<file path="src/rtl/hv_bist_pkg.sv">
// hv_bist_pkg
//   Shared definitions for the HV logic-BIST scan-register responder.
//   - bist_state_e : responder FSM state encoding
//   - SCAN_IDX_W   : scan index width for the default register count
//   - par_chk_err  : parity check of a read word against its stored bit
package hv_bist_pkg;

  localparam int HV_SCAN_REG_NUM_DFLT = 8;
  localparam int SCAN_IDX_W           = $clog2(HV_SCAN_REG_NUM_DFLT + 1);

  // Widest read word the parity helper accepts. Narrower words are
  // zero-extended by the caller, which leaves the XOR reduction unchanged.
  localparam int PAR_DATA_W_MAX = 64;

  typedef enum logic [2:0] {
    ST_IDLE = 3'd0,
    ST_RD   = 3'd1,
    ST_WAIT = 3'd2,
    ST_RSP  = 3'd3,
    ST_REL  = 3'd4
  } bist_state_e;

  // Returns 1 when data plus stored bit does not have the expected parity.
  // odd_sel = 1: stored bit makes the total count of ones odd.
  // odd_sel = 0: stored bit makes the total count of ones even.
  function automatic logic par_chk_err(input logic [PAR_DATA_W_MAX-1:0] data,
                                       input logic                      par_bit,
                                       input logic                      odd_sel);
    return ((^data) ^ par_bit) != odd_sel;
  endfunction

endpackage

</file>
<file path="src/rtl/hv_scan_reg_bist_rsp.sv">
// hv_scan_reg_bist_rsp
//   Responder end of the HV logic-BIST scan-register handshake. For every
//   request level from the BIST controller it reads the next scan register
//   from the HV register file, checks the word against its stored parity bit
//   and answers with a one-cycle ack plus error flag. The first failing index
//   of the run is kept for debug readout.
//
// Ports
//   i_clk, i_rst          clock, synchronous active-high reset
//   i_bist_en             BIST window; low aborts and clears everything
//   i_bist_scan_reg_req   request level, held until ack
//   o_scan_reg_bist_ack   one-cycle response pulse
//   o_scan_reg_bist_err   error flag, valid only with ack
//   o_rd_en / o_rd_addr   register-file read strobe and address
//   i_rd_vld / i_rd_data / i_rd_par   register-file read return
//   o_first_err_vld / o_first_err_idx sticky first-error record
module hv_scan_reg_bist_rsp
  import hv_bist_pkg::*;
#(
  parameter int                     HV_SCAN_REG_NUM = HV_SCAN_REG_NUM_DFLT,
  parameter int                     SCAN_ADDR_W     = 8,
  parameter int                     SCAN_DATA_W     = 8,
  parameter logic [SCAN_ADDR_W-1:0] SCAN_BASE_ADDR  = 8'h20,
  parameter int                     RD_TMO_TH       = 16,
  parameter bit                     PAR_ODD         = 1'b1
) (
  input  logic                                       i_clk,
  input  logic                                       i_rst,
  input  logic                                       i_bist_en,
  input  logic                                       i_bist_scan_reg_req,
  output logic                                       o_scan_reg_bist_ack,
  output logic                                       o_scan_reg_bist_err,
  output logic                                       o_rd_en,
  output logic [SCAN_ADDR_W-1:0]                     o_rd_addr,
  input  logic                                       i_rd_vld,
  input  logic [SCAN_DATA_W-1:0]                     i_rd_data,
  input  logic                                       i_rd_par,
  output logic                                       o_first_err_vld,
  output logic [$clog2(HV_SCAN_REG_NUM+1)-1:0]       o_first_err_idx
);

  localparam int IDX_W = $clog2(HV_SCAN_REG_NUM + 1);
  localparam int TMO_W = $clog2(RD_TMO_TH + 1);

  localparam logic [IDX_W-1:0] IDX_LAST = IDX_W'(HV_SCAN_REG_NUM);
  localparam logic [TMO_W-1:0] TMO_LAST = TMO_W'(RD_TMO_TH - 1);

  bist_state_e             state_q, state_d;
  logic [IDX_W-1:0]        scan_idx_q, scan_idx_d;
  logic [TMO_W-1:0]        tmo_cnt_q, tmo_cnt_d;
  logic                    err_q, err_d;          // result held for RSP
  logic                    ack_q, ack_d;
  logic                    ack_err_q, ack_err_d;
  logic                    rd_en_q, rd_en_d;
  logic [SCAN_ADDR_W-1:0]  rd_addr_q, rd_addr_d;
  logic                    first_err_vld_q, first_err_vld_d;
  logic [IDX_W-1:0]        first_err_idx_q, first_err_idx_d;

  logic                    rd_par_err;

  assign rd_par_err = par_chk_err(PAR_DATA_W_MAX'(i_rd_data), i_rd_par, PAR_ODD);

  always_comb begin
    state_d         = state_q;
    scan_idx_d      = scan_idx_q;
    tmo_cnt_d       = tmo_cnt_q;
    err_d           = err_q;
    ack_d           = 1'b0;
    ack_err_d       = 1'b0;
    rd_en_d         = 1'b0;
    rd_addr_d       = rd_addr_q;
    first_err_vld_d = first_err_vld_q;
    first_err_idx_d = first_err_idx_q;

    case (state_q)
      ST_IDLE: begin
        if (i_bist_scan_reg_req) begin
          if (scan_idx_q == IDX_LAST) begin
            // Run already exhausted: answer with an error, no read.
            state_d = ST_RSP;
            err_d   = 1'b1;
          end else begin
            // The strobe and address are registered here so that they
            // are visible during exactly the RD cycle.
            state_d   = ST_RD;
            rd_en_d   = 1'b1;
            rd_addr_d = SCAN_BASE_ADDR + SCAN_ADDR_W'(scan_idx_q);
            tmo_cnt_d = '0;
          end
        end
      end

      ST_RD: begin
        // Read data in the strobe cycle itself is not accepted.
        tmo_cnt_d = '0;
        state_d   = ST_WAIT;
      end

      ST_WAIT: begin
        // Data valid takes priority over a coinciding timeout.
        if (i_rd_vld) begin
          err_d   = rd_par_err;
          state_d = ST_RSP;
        end else if (tmo_cnt_q == TMO_LAST) begin
          err_d   = 1'b1;
          state_d = ST_RSP;
        end else begin
          tmo_cnt_d = tmo_cnt_q + 1'b1;
        end
      end

      ST_RSP: begin
        ack_d     = 1'b1;
        ack_err_d = err_q;
        if (scan_idx_q != IDX_LAST) begin
          scan_idx_d = scan_idx_q + 1'b1;
        end
        if (err_q && !first_err_vld_q) begin
          first_err_vld_d = 1'b1;
          first_err_idx_d = scan_idx_q;
        end
        state_d = ST_REL;
      end

      ST_REL: begin
        // Hold off until the request level is released so the still-high
        // request after ack does not start another transaction.
        if (!i_bist_scan_reg_req) begin
          state_d = ST_IDLE;
        end
      end

      default: begin
        state_d = ST_IDLE;
      end
    endcase

    // Closing the BIST window behaves exactly like reset.
    if (!i_bist_en) begin
      state_d         = ST_IDLE;
      scan_idx_d      = '0;
      tmo_cnt_d       = '0;
      err_d           = 1'b0;
      ack_d           = 1'b0;
      ack_err_d       = 1'b0;
      rd_en_d         = 1'b0;
      rd_addr_d       = '0;
      first_err_vld_d = 1'b0;
      first_err_idx_d = '0;
    end
  end

  always_ff @(posedge i_clk) begin
    if (i_rst) begin
      state_q         <= ST_IDLE;
      scan_idx_q      <= '0;
      tmo_cnt_q       <= '0;
      err_q           <= 1'b0;
      ack_q           <= 1'b0;
      ack_err_q       <= 1'b0;
      rd_en_q         <= 1'b0;
      rd_addr_q       <= '0;
      first_err_vld_q <= 1'b0;
      first_err_idx_q <= '0;
    end else begin
      state_q         <= state_d;
      scan_idx_q      <= scan_idx_d;
      tmo_cnt_q       <= tmo_cnt_d;
      err_q           <= err_d;
      ack_q           <= ack_d;
      ack_err_q       <= ack_err_d;
      rd_en_q         <= rd_en_d;
      rd_addr_q       <= rd_addr_d;
      first_err_vld_q <= first_err_vld_d;
      first_err_idx_q <= first_err_idx_d;
    end
  end

  assign o_scan_reg_bist_ack = ack_q;
  assign o_scan_reg_bist_err = ack_err_q;
  assign o_rd_en             = rd_en_q;
  assign o_rd_addr           = rd_addr_q;
  assign o_first_err_vld     = first_err_vld_q;
  assign o_first_err_idx     = first_err_idx_q;

endmodule

</file>
<file path="config.mk">
export PLATFORM = sky130hd
export DESIGN_NAME = hv_scan_reg_bist_rsp
export DESIGN_NICKNAME = d
export VERILOG_FILES = /design/src/rtl/hv_bist_pkg.sv /design/src/rtl/hv_scan_reg_bist_rsp.sv
export SDC_FILE = /design/constraint.sdc
export NUM_CORES = 1
export LEC_CHECK = 0
export CAP_MARGIN = 5
export CORE_MARGIN = 10
export CORE_UTILIZATION = 54
export DETAILED_ROUTE_END_ITERATION = 10
export DONT_BUFFER_PORTS = 1
export GPL_TIMING_DRIVEN = 0
export PLACE_DENSITY = 0.76
export SYNTH_ARGS = -nofsm -noshare
export SYNTH_HDL_FRONTEND = slang
export SYNTH_SLANG_ARGS = --single-unit
export TNS_END_PERCENT = 10
</file>
<file path="constraint.sdc">
create_clock -name i_clk -period 1.75 [get_ports i_clk]
set_input_delay 0.525 -clock i_clk [delete_from_list [all_inputs] [get_ports i_clk]]
set_output_delay 0.525 -clock i_clk [all_outputs]
set_load 0.01 [all_outputs]
</file>
==> impl_results.md <==
* Vias in the first global route at 922
* Startpoint types: flop
* Final Cycle Share at 100%
* Avg WL per Cell at 15.2 microns
* CP top delay family: simple AND/OR/NAND/NOR gates
* FMAX at roughly 570 MHz
* CTS clk-pin slew, worst paths at ~0.13 ns
* # diodes at 0
* Post-route minimum period at 1.75 ns
* Netlist cell types at 33
* Leading cell type in the layout, fill and taps excluded: nor2_1
* Max-cap violations at 0
* Final Total Pwr at 0.935 mW
* Main flop type after synthesis: dfxtp_1
* Fin util at 63.3%
* Number of nets with antenna violations after routing at 0
* Initial Utilization at 55.8%
* Syn_area_per_cell at about 9 sq um
* Worst EP required at 1.99 ns
* P_sw at 0.212 mW
* Flops & latches, synth at 26
* Power share of the clock group at around a quarter
* CP arrival at roughly 2.0 ns
* Yosys warns at 0
* Finished layout cell area at 1370 sq um
* Hold slack final at 0.328 ns
* Detail Placement HPWL at 1.91 mm
* Crit path top cell by count: ha_4
* Die span in x at between 60 and 70 microns
* CP Class: reg2reg
* Avg Vias per Cell at 5.35
* Commonest non-fill, non-tap cells in the layout: 23 x nor2_1, 22 x dfxtp_1, 10 x a21oi_1, 8 x xnor2_1
* Unrepaired setup endpoints after global routing: true
* Die Y at 67.4 microns
* Antenna violations before repair at 0
* I/O pins at 30
* Part of the power in registers at 64.1%
* Layout cells sized above 1 at 18.2%
* Pins Over Slew Limit at 0
* Worst-path fanout max at 2
* Setup WS pre-CTS at -0.223 ns
* H-tree Lvls at 1
* CTS Sinks at 26
* WP buf/inv at 0
* Crit-path cells: ha_4 -> and3_4 -> ha_4 -> nor4b_4 -> nor3_2 -> or3_1 -> a21oi_1
* Nets at 163
* Status: finished, final reports clean
* Core Region at 2170 sq um
* Global Route Usage Sum at 11.4%
* # setup viols final at 0
* Site Rows at 17
* Number of synthesized flops with an enable pin at 0
* Critical Path Sink Type: flop
* Largest net degree at the start of global routing at 14
* Post-synthesis sequential area ratio at 43.0%
* RD Place Congestion at between 0.7 and 0.8
* Hold crit path type: in2reg
* DR pass1 iterations at 4
* CTS tree: built
* Power Dens Cells at 681 nW/um^2
* Slowest stage cell, crit path: dfxtp_2
* GRT Residual Overflow at 0
* Vias at about 910
* CTS Buffer Depth at 2
* DR iter-0 viols at 28
* Mapped Area at about 1200 sq um
* CTS Buf Count at 3
* Post-synth ARST share at 0%
* Clock latency on the worst-skew pair at 0.30 ns
* Root Driver: clkbuf_4
* Crit-path max cell delay at 0.36 ns
* Post-DP Area at between 1000 and 1500 sq um
* DRT Wirelength at 2.60 mm
* Combinational power share at about a tenth
* Synthesis-to-layout area growth at 13.3%
* Placed Instances at 164
* # DRC at 0
* Internal power at 0.724 mW
* Final hold violations at 0
* Worst vdd ir at 0.424 mV
* Cell count after synthesis at 134
* Post-route setup TNS at 0 ns
* Input/output buffers at 0
* Worst Clk Skew at 0.000783 ns
* First-pass GRT wire length at 4.10 mm
* Setup slack after layout at around 0.00046 ns
* Non-Filler Instances at roughly 170
* Switching share of power at a little under a quarter
* Leakage at 0.490 nW
* Die area at 4540 sq um
flip-flops by register name (all words and copies together), names as in the netlist:
register,count
o_first_err_idx,4
state_q,3
o_rd_addr,5
err_q,1
o_scan_reg_bist_err,1
o_scan_reg_bist_ack,1
scan_idx_q,4
tmo_cnt_q,5
o_first_err_vld,1
o_rd_en,1
worst paths after layout:
check | start | to | slack, ns | cells past startpoint
hold reg to reg | tmo_cnt_q[4] | tmo_cnt_q[4] | 0.51 | 2
setup / recovery | tmo_cnt_q[0] | tmo_cnt_q[3] | 0.0005 | 7
hold / removal | i_rd_vld | err_q | 0.33 | 1
setup reg to reg | tmo_cnt_q[0] | tmo_cnt_q[3] | 0.0005 | 7
routing by layer:
| metal | track usage [%] | share of wire, % | up-vias |
|---|---|---|---|
| met4 | 3.08 | 0.66 | 0 |
| li1 | - | - | 468 |
| met5 | 0 | 0 | - |
| met1 | 11.6 | 39 | 428 |
| met3 | 4.63 | 6.1 | 2 |
| met2 | 20.9 | 54 | 16 |
cell families (layout without fill, tap and decap cells):
family	count (synthesis)	after routing	synth area share, %
AO/OA/AOI/OAI	20	20	9.92
XOR/XNOR	12	12	8.68
adder cells (fa/ha/maj)	4	4	4.13
buffers and inverters	14	21	5.47
flip-flops	26	26	43.0
multiplexers	7	7	5.79
other	1	3	0.310
AND/OR/NAND/NOR	50	50	22.7
power groups by stage:
stage / registers, mW / clock network [mW] / logic [mW]
detailed placement: 0.613 / 0 / 0.0873
global route: 0.600 / 0.273 / 0.106
CTS: 0.599 / 0.250 / 0.0928
floorplan: 0.612 / 0 / 0.0759
global placement: 0.612 / 0 / 0.0841
finish: 0.599 / 0.238 / 0.0978
worst reg2reg max path: stages (launching register included):
cell and delay, ns:
dfxtp_2 0.36, ha_4 0.16, and3_4 0.17, ha_4 0.17, nor4b_4 0.33, nor3_2 0.07, or3_1 0.31, a21oi_1 0.13
layout make-up:
cell class,instances,area [sq um]
Tap cell,28,35.0
Timing Repair Buffer,4,30.0
Fill cell,191,797
Multi-Input combinational cell,96,693
Clock buffer,3,22.5
Inverter,5,18.8
Buffer,9,47.5
Sequential cell,26,526
cells in the mapped netlist, drive strengths merged (2+ instances only):
library cell	count	area (sq um)
and3b	2	17.5
nand2	3	11.3
dfxtp	26	521
nor3	2	10.0
o21ai	4	20.0
a21oi	10	50.1
inv	5	18.8
ha	4	50.1
nor3b	2	20.0
nor2	25	96.4
xnor2	8	70.1
nor2b	2	12.5
clkbuf	4	15.0
mux2i	7	70.1
a2111oi	2	17.5
xor2	4	35.0
nand2b	4	25.0
nand3b	2	15.0
nand4	3	18.8
buf	5	32.5
what timing repair did:
item / CTS / global route
hold buffers: 0 / 0
buffers inserted: 3 / 1
pin swaps: 7 / 6
setup endpoints to repair: 5 / 6
gates resized for setup: 12 / 6
Power figures use the tool's default switching activity.
